**config.mk**
```make
export PLATFORM = sky130hd
export DESIGN_NAME = rr_sel5_arbiter
export DESIGN_NICKNAME = d
export VERILOG_FILES = /design/src/rtl/rr_sel5_pkg.sv /design/src/rtl/rr_pick5.sv /design/src/rtl/rr_sel5_arbiter.sv
export SDC_FILE = /design/constraint.sdc
export NUM_CORES = 1
export LEC_CHECK = 0
export CORE_MARGIN = 2
export CORE_UTILIZATION = 55
export CTS_BUF_LIST = sky130_fd_sc_hd__clkbuf_2
export DETAILED_ROUTE_END_ITERATION = 16
export GPL_ROUTABILITY_DRIVEN = 0
export PLACE_DENSITY = 0.86
export SLEW_MARGIN = 15
export SYNTH_ARGS = -nofsm -noshare
export SYNTH_HDL_FRONTEND = slang
export SYNTH_SLANG_ARGS = --single-unit
```
**constraint.sdc**
```tcl
create_clock -name clk -period 9.65 [get_ports clk]
set_clock_uncertainty 0.2 [all_clocks]
set_input_delay 1.93 -clock clk [delete_from_list [all_inputs] [get_ports clk]]
set_output_delay 1.93 -clock clk [all_outputs]
set_load 0.01 [all_outputs]
```
**src/rtl/rr_sel5_pkg.sv**
```systemverilog
// Shared types and helpers for the five-channel round-robin select arbiter.
package rr_sel5_pkg;

  localparam int unsigned NCH  = 5;
  localparam int unsigned SELW = 3;

  typedef enum logic {IDLE, BUSY} state_t;

  function automatic logic [NCH-1:0] onehot5(input logic [SELW-1:0] idx);
    logic [NCH-1:0] v;
    v = '0;
    for (int unsigned i = 0; i < NCH; i++) begin
      v[i] = (idx == SELW'(i));
    end
    return v;
  endfunction

  function automatic logic [SELW-1:0] next_ptr(input logic [SELW-1:0] idx);
    return (idx >= SELW'(NCH - 1)) ? '0 : idx + SELW'(1);
  endfunction

endpackage

```
**src/rtl/rr_pick5.sv**
```systemverilog
// Rotating-priority pick: first requester at or after ptr, wrapping 4 -> 0.
module rr_pick5
  import rr_sel5_pkg::*;
(
  input  logic [4:0] req,
  input  logic [2:0] ptr,
  output logic       found,
  output logic [2:0] idx
);

  logic [SELW-1:0] cand;

  always_comb begin
    found = 1'b0;
    idx   = '0;
    // An out-of-range pointer falls back to channel 0 rather than reading X.
    cand  = (ptr < SELW'(NCH)) ? ptr : '0;
    for (int unsigned k = 0; k < NCH; k++) begin
      if (!found && req[cand]) begin
        found = 1'b1;
        idx   = cand;
      end
      cand = next_ptr(cand);
    end
  end

endmodule

```
**src/rtl/rr_sel5_arbiter.sv**
```systemverilog
// Round-robin arbiter with registered select/data stage under valid/ready.
module rr_sel5_arbiter
  import rr_sel5_pkg::*;
#(
  parameter int unsigned DW        = 3,
  parameter int unsigned START_PTR = 0
) (
  input  logic          clk,
  input  logic          rst_n,
  input  logic [4:0]    req,
  input  logic [DW-1:0] In1,
  input  logic [DW-1:0] In2,
  input  logic [DW-1:0] In3,
  input  logic [DW-1:0] In4,
  input  logic [DW-1:0] In5,
  output logic [4:0]    ack,
  output logic [2:0]    Sel,
  output logic [DW-1:0] Out,
  output logic          out_valid,
  input  logic          out_ready
);

  state_t          state, state_n;
  logic [SELW-1:0] ptr, ptr_n;
  logic [SELW-1:0] sel_n;
  logic [DW-1:0]   out_n;
  logic            found;
  logic [SELW-1:0] pick;
  logic            take;
  logic [DW-1:0]   pick_data;

  rr_pick5 u_pick (
    .req   (req),
    .ptr   (ptr),
    .found (found),
    .idx   (pick)
  );

  always_comb begin
    case (pick)
      3'd0:    pick_data = In1;
      3'd1:    pick_data = In2;
      3'd2:    pick_data = In3;
      3'd3:    pick_data = In4;
      default: pick_data = In5;
    endcase
  end

  // ack is gated by rst_n so nothing transfers while reset is held.
  assign take = rst_n && found && ((state == IDLE) || out_ready);
  assign ack  = take ? onehot5(pick) : '0;

  always_comb begin
    state_n = state;
    ptr_n   = ptr;
    sel_n   = Sel;
    out_n   = Out;
    if (take) begin
      state_n = BUSY;
      ptr_n   = next_ptr(pick);
      sel_n   = pick;
      out_n   = pick_data;
    end else if ((state == BUSY) && out_ready) begin
      state_n = IDLE;
    end
  end

  always_ff @(posedge clk or negedge rst_n) begin
    if (!rst_n) begin
      state <= IDLE;
      ptr   <= SELW'(START_PTR);
      Sel   <= '0;
      Out   <= '0;
    end else begin
      state <= state_n;
      ptr   <= ptr_n;
      Sel   <= sel_n;
      Out   <= out_n;
    end
  end

  assign out_valid = (state == BUSY);

endmodule

```
==> impl_metrics.env <==
export IMPL_coreArea_um2=2455
export IMPL_grt_usage_pct=27.59
export IMPL_synth_distinct_cells=62
export IMPL_avgSynthCellArea_um2=8.324
export IMPL_maxCapViolCount=0
export IMPL_drt_iter0_markers=91
export IMPL_num_rows=18
export IMPL_path_max_fanout=6
export IMPL_crit_buf_inv=4
export IMPL_syn_area_um2=1415
export IMPL_cts_hold_buf=0
export IMPL_postCtsResizedCells=0
export IMPL_fin_util_pct=70.90
export IMPL_start_util_pct=57.65
export IMPL_status="complete, no violations"
export IMPL_synth_area_leaders="dfrtp_1 (18%), ha_1 (7.1%), a21oi_1 (3.5%)"
export IMPL_period_needed_ns=7.404
export IMPL_clockRootBuffer="clkbuf_2"
export IMPL_cts_setup_buffers=0
export IMPL_slowest_delay_ns=0.61
export IMPL_grt_pass1_wl_mm=5.996
export IMPL_async_flop_share_pct=100.0
export IMPL_grt_max_degree=26
export IMPL_crit_path_end_kind="primary output"
export IMPL_pre_cts_ws_ns=2.347
export IMPL_grt_overflow=0
export IMPL_critPathArrivalTime_ns=5.27
export IMPL_avgRoutedWirePerCell_um=17.07
export IMPL_maxClockFrequency_mhz=135.1
export IMPL_yosysTopAreaCell="dfrtp_1"
export IMPL_antenna_cells=0
export IMPL_max_slew_margin_pct=40.37
export IMPL_wl_mm=3.875
export IMPL_avgViaCountPerCell=6.419
export IMPL_use_met3_pct=1.639
export IMPL_route_detailed_drc=0
export IMPL_worstSetupPathType="input port to primary output"
export IMPL_die_y_um=54.73
export IMPL_yosysSeqAreaShare_pct=17.68
export IMPL_fin_crit_sh_pct=76.73
export IMPL_final_area_um2=1740
export IMPL_synthCells=170
export IMPL_clk_pin_slew_ns=0.09
export IMPL_gr_usage_met2_pct=44.64
export IMPL_nets=230
export IMPL_dpl_cell_area_um2=1725
export IMPL_synth_fp_nets=201
export IMPL_synth_top_cell_area_share_pct=17.68
export IMPL_met1_usage_pct=40.03
export IMPL_die_area_um2=2995
export IMPL_grt_busiest_layer="met2"
export IMPL_port_buffers=34
export IMPL_yosysWarnings=0
export IMPL_tightest_slew_ns=0.8945
export IMPL_synth_edf_count=0
export IMPL_clk_latency_ns=0.24
export IMPL_hold_viol_final=0
export IMPL_critPathLaunchType="input port"
export IMPL_slew_violations=0
export IMPL_synth_ff_type="dfrtp_1"
export IMPL_clock_sinks=10
export IMPL_htreeDepth=1
export IMPL_grt_pass1_vias=1253
export IMPL_hp_class="flip-flop to flip-flop"
export IMPL_rsz0062_at_grt="no"
export IMPL_num_vias=1457
export IMPL_cp_top_family="buffers and inverters"
export IMPL_cts_tree="yes"
export IMPL_ys_ff_latch=10
export IMPL_syn2layout_area_growth_pct=22.99
export IMPL_cts_buffers=3
export IMPL_ctsLongestPathBuffers=2
export IMPL_dr_pass1_iters=5
export IMPL_die_width_um=54.73
export IMPL_crit_slowest_cell="clkdlybuf4s50_1"
export IMPL_hpwl_mm=3.067
export IMPL_ios=35
export IMPL_fin_ws_ns=2.246
export IMPL_final_setup_tns_ns=0
export IMPL_worstPathCellList="clkdlybuf4s50_1 -> inv_1 -> o311a_1 -> or2_2 -> o31ai_1 -> a22o_1 -> nand3_1 -> inv_1 -> ha_1 -> nor3b_1 -> clkdlybuf4s50_1"
export IMPL_ant_nets=0
export IMPL_setup_viol=0
export IMPL_antenna_found_initial=0
export IMPL_drive_above_1_share_pct=9.645
export IMPL_critPathRequiredTime_ns=7.52
Yosys cell counts (2+ instances only):
library cell	count
a21oi_1	10
nor2b_1	3
o31ai_1	2
o211a_1	2
nand2_1	10
and3_1	2
o22a_1	3
a41oi_1	2
a221oi_1	3
o21ai_0	6
o211ai_1	2
a31o_2	3
buf_6	2
a31oi_1	3
o22ai_1	2
mux2i_1	3
nand3_1	4
nor2_1	9
a22o_1	5
xnor2_1	2
ha_1	8
a211oi_1	2
dfrtp_1	10
nand2b_1	7
nor3_1	4
inv_1	11
or4_1	2
buf_2	3
o21ai_1	4
and2_1	5
buf_4	3
a41o_1	2
mux2_1	2
stage by stage:
| stage | std cells | hold WS [ns] |
|---|---|---|
| after floorplan | 170 | 0.3170 |
| after global placement | 224 | 0.2772 |
| after detailed placement | 224 | 0.2746 |
| after CTS | 227 | 0.2950 |
| after global routing | 227 | 0.3178 |
| final | 227 | 0.2884 |
tightest hold or removal path: stages, from the launching register on:
cell	delay, ns
dfrtp_1	0.35
nand2_1	0.05
o21ai_1	0.06
final timing paths:
path                         from        end  slack, ns  cells past startpoint
setup / recovery           req[1]     ack[4]       2.25                     11
hold / removal             Out[1]     Out[1]       0.29                      2
setup reg to reg           ptr[0]     Out[0]       4.26                     16
hold reg to reg            Out[1]     Out[1]       0.29                      2
max in group asynchronous   rst_n     Out[2]       7.06                      1
min in group asynchronous   rst_n  out_valid       1.83                      1
routing by layer:
| metal | wire, um | part of all wire [%] | vias up |
|---|---|---|---|
| met1 | 1737 | 45 | 681 |
| met5 | 0 | 0 | - |
| met4 | 43 | 1.1 | 0 |
| met2 | 1821 | 47 | 64 |
| li1 | - | - | 706 |
| met3 | 272 | 7.0 | 6 |
registers in the layout, summed over array words and instances, names as in the netlist:
| register | count |
|---|---|
| Out | 3 |
| Sel | 3 |
| out_valid | 1 |
| ptr | 3 |
layout by cell type (no fill, tap or decap), drive strengths merged, types with 2 or more instances in the layout:
cell	count
a211oi	2
a21oi	11
a221oi	4
a22o	5
a31o	3
a31oi	4
a41o	2
a41oi	2
and2	5
and3	2
clkbuf	3
clkdlybuf4s50	34
dfrtp	10
ha	8
inv	11
mux2	3
mux2i	3
nand2	10
nand2b	7
nand3	4
nor2	9
nor2b	4
nor3	4
nor3b	3
o211a	3
o211ai	2
o21ai	10
o22a	3
o22ai	3
o31ai	2
or4	2
xnor2	2
layout make-up:
| class | instances | area, um^2 |
|---|---|---|
| Sequential cell | 10 | 250.2 |
| Multi-Input combinational cell | 139 | 1056 |
| Fill cell | 196 | 714.4 |
| Inverter | 11 | 41.29 |
| Clock buffer | 3 | 15.01 |
| Tap cell | 30 | 37.54 |
| Timing Repair Buffer | 34 | 340.3 |
kinds of logic (layout without fill, tap and decap cells):
kind of cell | after synthesis | after routing | share of synthesized area [%]
flops | 10 | 10 | 17.68
xor+xnor | 3 | 3 | 1.857
buf+inv | 21 | 48 | 7.691
compound gates | 64 | 64 | 35.99
fa+ha+maj | 8 | 8 | 7.074
simple gates | 57 | 57 | 23.61
mux | 7 | 7 | 6.101
Power is not shown: default switching activity piles up to over one toggle a cycle in this logic, so the estimate is an artifact.
